File: src/rtl/code_link_pkg.sv
// rtl/code_link_pkg.sv - shared definitions for the one-bit unlock-code link
package code_link_pkg;

    typedef enum logic [1:0] {
        IDLE,
        SHIFT,
        WAIT_RESP,
        LOCKED
    } code_tx_state_t;

    localparam int CODE_LINK_W = 4;

    // Also compiled into the checker; both ends must agree on it.
    localparam logic [CODE_LINK_W-1:0] DEFAULT_UNLOCK_CODE = 4'b1011;

endpackage

File: src/rtl/code_tx_serializer.sv
// rtl/code_tx_serializer.sv - MSB-first shift register with per-bit hold counter
module code_tx_serializer #(
    parameter int W          = 4,
    parameter int BIT_CYCLES = 1
) (
    input  logic         clk,
    input  logic         reset,
    input  logic         load,
    input  logic [W-1:0] data,
    input  logic         en,
    output logic         bit_out,
    output logic         last
);

    localparam int CW = (BIT_CYCLES > 1) ? $clog2(BIT_CYCLES) : 1;
    localparam int IW = (W > 1) ? $clog2(W) : 1;

    logic [W-1:0]  sreg;
    logic [CW-1:0] cyc;
    logic [IW-1:0] idx;
    logic          bit_end;

    assign bit_end = (cyc == CW'(BIT_CYCLES - 1));
    assign last    = en && bit_end && (idx == IW'(W - 1));
    // Zero-fill means the line idles low once the final bit has been shifted out.
    assign bit_out = sreg[W-1];

    always_ff @(posedge clk or posedge reset) begin
        if (reset) begin
            sreg <= '0;
            cyc  <= '0;
            idx  <= '0;
        end else if (load) begin
            sreg <= data;
            cyc  <= '0;
            idx  <= '0;
        end else if (en) begin
            if (bit_end) begin
                sreg <= sreg << 1;
                cyc  <= '0;
                idx  <= last ? '0 : idx + IW'(1);
            end else begin
                cyc <= cyc + CW'(1);
            end
        end
    end

endmodule

File: src/rtl/code_tx.sv
// rtl/code_tx.sv - serial unlock-code transmitter with attempt lockout; CODE_TX_TIMEOUT_EN adds a verdict timeout
module code_tx
    import code_link_pkg::*;
#(
    parameter int CODE_W       = CODE_LINK_W,
    parameter int BIT_CYCLES   = 1,
    parameter int MAX_ATTEMPTS = 3,
    parameter int RESP_TIMEOUT = 16
) (
    input  logic                              clk,
    input  logic                              reset,
    input  logic                              load_valid,
    output logic                              load_ready,
    input  logic [CODE_W-1:0]                 load_code,
    output logic                              code_out,
    output logic                              tx_active,
    input  logic                              result_done,
    input  logic                              result_fail,
    output logic                              tx_ok,
    output logic                              tx_fail,
    output logic [$clog2(MAX_ATTEMPTS+1)-1:0] attempts,
    output logic                              locked
);

    localparam int AW = $clog2(MAX_ATTEMPTS + 1);

    code_tx_state_t state, next_state;
    logic           load_fire;
    logic           ser_last;
    logic           timeout_hit;
    logic           ok_now;
    logic           fail_now;
    logic [AW-1:0]  attempts_inc;

    assign load_fire    = load_valid && load_ready;
    assign attempts_inc = (attempts < AW'(MAX_ATTEMPTS)) ? attempts + AW'(1) : attempts;

    code_tx_serializer #(
        .W          (CODE_W),
        .BIT_CYCLES (BIT_CYCLES)
    ) u_ser (
        .clk     (clk),
        .reset   (reset),
        .load    (load_fire),
        .data    (load_code),
        .en      (state == SHIFT),
        .bit_out (code_out),
        .last    (ser_last)
    );

`ifdef CODE_TX_TIMEOUT_EN
    localparam int TW = $clog2(RESP_TIMEOUT + 1);
    logic [TW-1:0] wait_cnt;

    assign timeout_hit = (state == WAIT_RESP) && (wait_cnt == TW'(RESP_TIMEOUT - 1));

    always_ff @(posedge clk or posedge reset) begin
        if (reset) begin
            wait_cnt <= '0;
        end else if (state != WAIT_RESP) begin
            wait_cnt <= '0;
        end else if (!timeout_hit) begin
            wait_cnt <= wait_cnt + TW'(1);
        end
    end
`else
    assign timeout_hit = 1'b0;
`endif

    always_comb begin
        next_state = state;
        ok_now     = 1'b0;
        fail_now   = 1'b0;
        case (state)
            IDLE:      if (load_fire) next_state = SHIFT;
            SHIFT:     if (ser_last) next_state = WAIT_RESP;
            WAIT_RESP: begin
                // A fail wins over a simultaneous done; a real verdict wins over the timeout.
                if (result_fail)      fail_now = 1'b1;
                else if (result_done) ok_now   = 1'b1;
                else if (timeout_hit) fail_now = 1'b1;
                if (ok_now) next_state = IDLE;
                if (fail_now) next_state = (attempts_inc == AW'(MAX_ATTEMPTS)) ? LOCKED : IDLE;
            end
            LOCKED:    next_state = LOCKED;
            default:   next_state = IDLE;
        endcase
    end

    always_ff @(posedge clk or posedge reset) begin
        if (reset) begin
            state      <= IDLE;
            load_ready <= 1'b0;
            tx_active  <= 1'b0;
            tx_ok      <= 1'b0;
            tx_fail    <= 1'b0;
            attempts   <= '0;
            locked     <= 1'b0;
        end else begin
            state      <= next_state;
            load_ready <= (next_state == IDLE);
            tx_active  <= (next_state == SHIFT);
            tx_ok      <= ok_now;
            tx_fail    <= fail_now;
            locked     <= (next_state == LOCKED);
            if (ok_now)        attempts <= '0;
            else if (fail_now) attempts <= attempts_inc;
        end
    end

endmodule

File: config.mk
export PLATFORM = sky130hd
export DESIGN_NAME = code_tx
export DESIGN_NICKNAME = d
export VERILOG_FILES = /design/src/rtl/code_link_pkg.sv /design/src/rtl/code_tx_serializer.sv /design/src/rtl/code_tx.sv
export SDC_FILE = /design/constraint.sdc
export NUM_CORES = 1
export LEC_CHECK = 0
export ABC_AREA = 1
export BUFFER_PORTS_ARGS = -buffer_cell sky130_fd_sc_hd__buf_2
export CORE_UTILIZATION = 53
export CTS_BUF_LIST = sky130_fd_sc_hd__clkbuf_8
export CTS_CLUSTER_SIZE = 28
export DETAILED_ROUTE_END_ITERATION = 8
export PLACE_DENSITY = 0.86
export SYNTH_ARGS = -nofsm -noshare
export SYNTH_HDL_FRONTEND = slang
export SYNTH_HIERARCHICAL = 1
export SYNTH_SLANG_ARGS = --single-unit
File: constraint.sdc
create_clock -name clk -period 1.65 [get_ports clk]
set_clock_uncertainty 0.2 [all_clocks]
set_input_delay 0.2475 -clock clk [delete_from_list [all_inputs] [get_ports clk]]
set_output_delay 0.2475 -clock clk [all_outputs]
set_load 0.005 [all_outputs]
# Yosys cells after proc, flatten, opt, wreduce, memory -nomap -nowiden
# Cells that the tools add are included.
[word_totals]
register_bits = 16
output_inout_bits = 8
elab_cells = 57
[op_classes]
add_sub_neg = 3
n_lt_le_gt_ge = 1
n_eq_ne = 8
mux = 26
bitwise_logic = 1
n_reduce_logical = 8
[op_table]
columns = ["op", "n"]
rows = [
  ["two-way mux 2 bit", 12],
  ["two-way mux 4 bit", 3],
  ["== test 2 bit, second input constant", 5],
  ["two-way mux 1 bit", 10],
  ["one-hot mux 2 bit (4 select lines)", 1],
  ["adder 2 x 1 -> 2 bit, second input constant", 2],
  ["== test 2 x 1 -> 1 bit, second input constant", 2],
  ["zero test 2 bit", 2],
  ["nonzero test 2 bit", 2],
  ["logical AND 1 bit", 3],
  ["< comparator 2 bit, second input constant", 1],
  ["!= test 2 bit, second input constant", 1],
  ["AND reduction 2 bit", 1],
  ["adder 1 bit, second input constant", 1],
  ["NOT 1 bit", 1],
]

# Depth between registers and ports, before layout
[depth]
ltp_word = 7
ltp_mapped = 12
mapped_depth_nobuf = 11

# Hierarchy
# The synthesis kept the hierarchy.
[by_module_without_submodules]
columns = ["module", "n_inst", "cells_per_inst", "area_per_inst_um2", "seq_area_each_um2"]
rows = [
  ["code_tx", 1, 51, 419.2, 225.2],
  ["code_tx_serializer", 1, 37, 296.5, 150.1],
]

# Least setup slack after synthesis
# Ideal clock, no wire load.
[synth_timing]
path_kind = "reg2reg"
from = "reg state[0]"
to = "reg tx_active"
setup_time_ps = 60
arrival_time_ps = 1209
slack_ps = 181
path_stages_with_launch = 11
synth_period_minus_slack_ps = 1469
cell_sequence = "dfrtp_1 inv_2 nor2_1 buf_4 nand2_1 inv_1 a21oi_1 inv_1 nand2_1 nand2_2 inv_2"
[synth_via]
elab_chain_len = 6
elab_cells_between_ends = 12
classes_between = "eq/ne (4); mux (5); reduce/logical (3)"
[synth_rtl]
columns = ["element", "line", "rtl"]
rows = [
  ["start: declaration", "code_tx.sv:27", "code_tx_state_t state, next_state;"],
  ["start signal: assignment", "code_tx.sv:100", "state <= next_state;"],
  ["== test 2 x 1 -> 1 bit", "code_tx.sv:46", ".en (state == SHIFT),"],
  ["logical AND 1 bit (2 in series)", "code_tx_serializer.sv:24", "assign last = en && bit_end && (idx == IW'(W - 1));"],
  ["net ser_last", "code_tx.sv:29", "logic ser_last;"],
  ["two-way mux 2 bit", "code_tx.sv:76", "SHIFT: if (ser_last) next_state = WAIT_RESP;"],
  ["one-hot mux 2 bit (4 select lines)", "code_tx.sv:74", "case (state)"],
  ["== test 2 x 1 -> 1 bit", "code_tx.sv:102", "tx_active <= (next_state == SHIFT);"],
  ["end signal: assignment", "code_tx.sv:102", ""],
  ["end: declaration", "code_tx.sv:16", "output logic tx_active,"],
]
# The timed path passes the listed nets, and every way through them passes these cells.
# A chain may end at the register's enable or synchronous reset.

# Worst setup path in the final report
[layout_timing]
from = "reg state[0]"
to = "reg tx_active"
[layout_via]
elab_chain_len = 6
elab_cells_between_ends = 12
classes_between = "eq/ne (4); mux (5); reduce/logical (3)"
[layout_rtl]
columns = ["element", "line"]
rows = [
  ["== test 2 x 1 -> 1 bit", "code_tx.sv:46"],
  ["logical AND 1 bit (2 in series)", "code_tx_serializer.sv:24"],
  ["net ser_last", "code_tx.sv:29"],
  ["two-way mux 2 bit", "code_tx.sv:76"],
  ["one-hot mux 2 bit (4 select lines)", "code_tx.sv:74"],
  ["net next_state[0]", "code_tx.sv:27"],
  ["== test 2 x 1 -> 1 bit", "code_tx.sv:102"],
]
# The timed path passes the listed nets, and every way through them passes these cells.

==> results by group <==
Die
  • FP Rows: 12
  • Die Height: 38.7 um
  • DIE AREA: ~0.0015 mm2
  • Initial core utilization: around three fifths
  • Core ar.: roughly 0.0012 mm2
  • Ports: 17
  • DIE WIDTH: a little under 40 um

Placed design
  • Placer Congestion: 0.843
  • I/O Buffers: 16
  • DP HPWL: around 1000 um
  • Pre-CTS setup slack: ~220 ps

Logic synthesis
  • Syn Std Cell Area: slightly above 700 um2
  • Synth warn: 6
  • Synth top area share: around 52%
  • Top-count cell post-synth: nand2_1
  • Area leader, netlist: dfrtp_1
  • Synth Area in Compound Gates: between 3 and 4%
  • Synthesized-area fraction occupied by adder cells: ~1.7%
  • Simple-Gate Fraction of Synth Area: around a third
  • Synth top cells by count: 25 x nand2_1, 15 x dfrtp_1, 10 x inv_1, 10 x nand3_1, 6 x nor2_1
  • Synth Instances: roughly 90
  • Register area share after synthesis: a little over half
  • Mux contribution to synthesized area: 0%
  • Largest cells by area after synthesis: dfrtp_1 52%, nand2_1 13%, nand3_1 7.0%, inv_1 5.2%, nand2_2 3.5%
  • Netlist cell types: 15
  • Synthesized Nets: a little under 100
  • Xor-xnor portion of the synthesized cell area: 0%
  • EDFF count, synth: 0
  • Syn avg cell area: between 8 and 9 um2
  • Main combinational cell family by area after synthesis: simple AND/OR/NAND/NOR gates
  • Synth Register Bits: 15
  • Top FF cell, synth: dfrtp_1
  • FFs w/ async S/R, synth: 100%

Critical path
  • Worst R2R Setup Slack: 210 ps
  • CP Class: flop to flop
  • CP arrival: approximately 1400 ps
  • Crit path capture type: flop
  • Crit-path max FO: 7
  • Worst R2R End: tx_active
  • Worst R2R Path Depth: 11
  • Worst R2R Start: state[0]
  • Critical path startpoint category: flop
  • Data required time of the worst path: between 1500 and 2000 ps

Global routing
  • First-pass GRT wire length: 2370 um
  • Tot GR Track Use: a little under a quarter
  • Initial antenna violation count: 0
  • Gr ovfl total: 0
  • Largest net degree at the start of global routing: 10
  • Vias in the first global route: roughly 540

Timing
  • Slew Limit Fails: 0
  • Hold Violations, Final: 0
  • Worst hold margin: ~22 ps
  • F_max: ~700 MHz
  • Setup ws final: between 200 and 250 ps
  • RSZ-0062 raised after global routing: false
  • Tmin final: about 1400 ps
  • Slew headroom: 78.3%
  • Final setup fails: 0
  • Fin Setup TNS: 0 ps
  • Worst Tran Pin Value: approximately 330 ps
  • Post-route clock period utilization: 87.2%

CTS
  • Clock slew seen by the registers of the worst setup and hold paths: about 60 ps
  • Clock root buffer: clkbuf_8
  • Clock Path Buffers: 2
  • Worst skew pair latency: about 240 ps
  • CTS buffer count: 3
  • # H-tree levels: 1
  • CTS sink count: 15
  • CTS tree: done
  • Post-CTS setup buffer count: 0

Drt
  • Drt first pass iters: 4
  • Per-cell routed wire length: approximately 11 um
  • Vias: around 630
  • Post-Route WL: between 1000 and 1500 um
  • Starting DRC count in detailed routing: 30
  • Antenna-violating nets left: 0
  • DRC: 0
  • Vias per cell: around 5.0

Power
  • VDD IR max: approximately 0.001 V
  • Net load switching power: just over 0.5 mW
  • Total Power: 1.36 mW
  • P per Cell Area: 1550 mW/mm2
  • Clock power share: a little over a fifth
  • Leak pwr: 0.508 nW
  • Internal Power: about 0.86 mW
  • Sequential share of power: a little over two fifths
  • Switching Share: between 30% and 40%
  • Comb pwr share: a little over a third

Final layout
  • Antenna Cells: 0
  • Final Util: 74.1%
  • Area delta synth->final: 22.7%
  • Nets: 121
  • Fraction of layout cells with a size suffix above 1: approximately 30%

Min path
  • Min-Delay Startpoint: load_code[2]
  • Hold EP: u_ser/sreg[2]
  • Hold path cells: 3
  • Hold crit path type: input port to flop

Job
  • Max Cap Viol: 0

Outcome
  • Status: completed
flip-flops by register name (all words and copies together) (netlist names):
signal	cells
u_ser/sreg	4
attempts	2
state	2
u_ser/idx	2
load_ready	1
locked	1
tx_active	1
tx_fail	1
tx_ok	1
cell usage in the layout (no fill, tap or decap), drive strengths merged, types with 3 or more instances in the layout:
master | netlist | final
dfrtp | 15 | 15
nand2 | 30 | 30
clkbuf | 0 | 3
a21oi | 3 | 3
nand3 | 10 | 10
buf | 1 | 17
nor2 | 9 | 9
inv | 15 | 16
what timing repair did:
item,CTS,global route
hold buffers,2,0
endpoints found under the hold margin,16,0
endpoints found under the setup margin,0,0
gates resized for setup,0,0
critical path, cell delays in order, from the launching register on:
cell and delay, ps:
dfrtp_1 410, inv_2 100, nor2_1 120, nand2_1 80
inv_1 80, inv_1 40, nand2_1 40, nand2_1 60
nand2_2 70, nand2_4 50, nand2_2 60, inv_2 30
worst max path at each step:
stage / endpoint / cells after the start / start
final: tx_active / 11 / state[0]
after global routing: tx_active / 9 / state[0]
after CTS: tx_active / 11 / state[0]
after detailed placement: tx_active / 11 / state[0]
after global placement: tx_active / 11 / state[0]
after floorplan: tx_active / 10 / state[0]
area by class of cell:
class	instances	area, um2
multi-input cells	57	277
inverters	15	56.3
clock buffers	3	41.3
well taps	14	17.5
repair buffers	19	108
flip-flops and latches	15	375
clock inverters	1	3.75
fillers	78	308
routing by layer:
| layer | global-route usage [%] | routed length (um) |
|---|---|---|
| met1 | 32.1 | 602 |
| met2 | 35.0 | 644 |
| met3 | 4.62 | 52 |
| met4 | 13.8 | 41 |
| met5 | 0 | 0 |
per-stage QoR:
step | cell area (um2) | cells
global placement | 813 | 118
floorplan | 716 | 88
CTS | 878 | 124
detailed placement | 813 | 118
finish | 878 | 124
global route | 878 | 124
kinds of logic (layout without fill, tap and decap cells):
family                   Yosys count  after routing
adder cells (fa/ha/maj)            1              1
AND/OR/NAND/NOR                   51             51
flip-flops                        15             15
AO/OA/AOI/OAI                      5              5
buffers and inverters             16             38
power groups by stage:
stage | Combinational [mW] | Clock (mW) | Sequential [mW]
finish | 0.497 | 0.283 | 0.582
global route | 0.574 | 0.305 | 0.599
CTS | 0.497 | 0.291 | 0.582
detailed placement | 0.494 | 0 | 0.584
global placement | 0.475 | 0 | 0.579
floorplan | 0.350 | 0 | 0.578
Power figures use the tool's default switching activity.
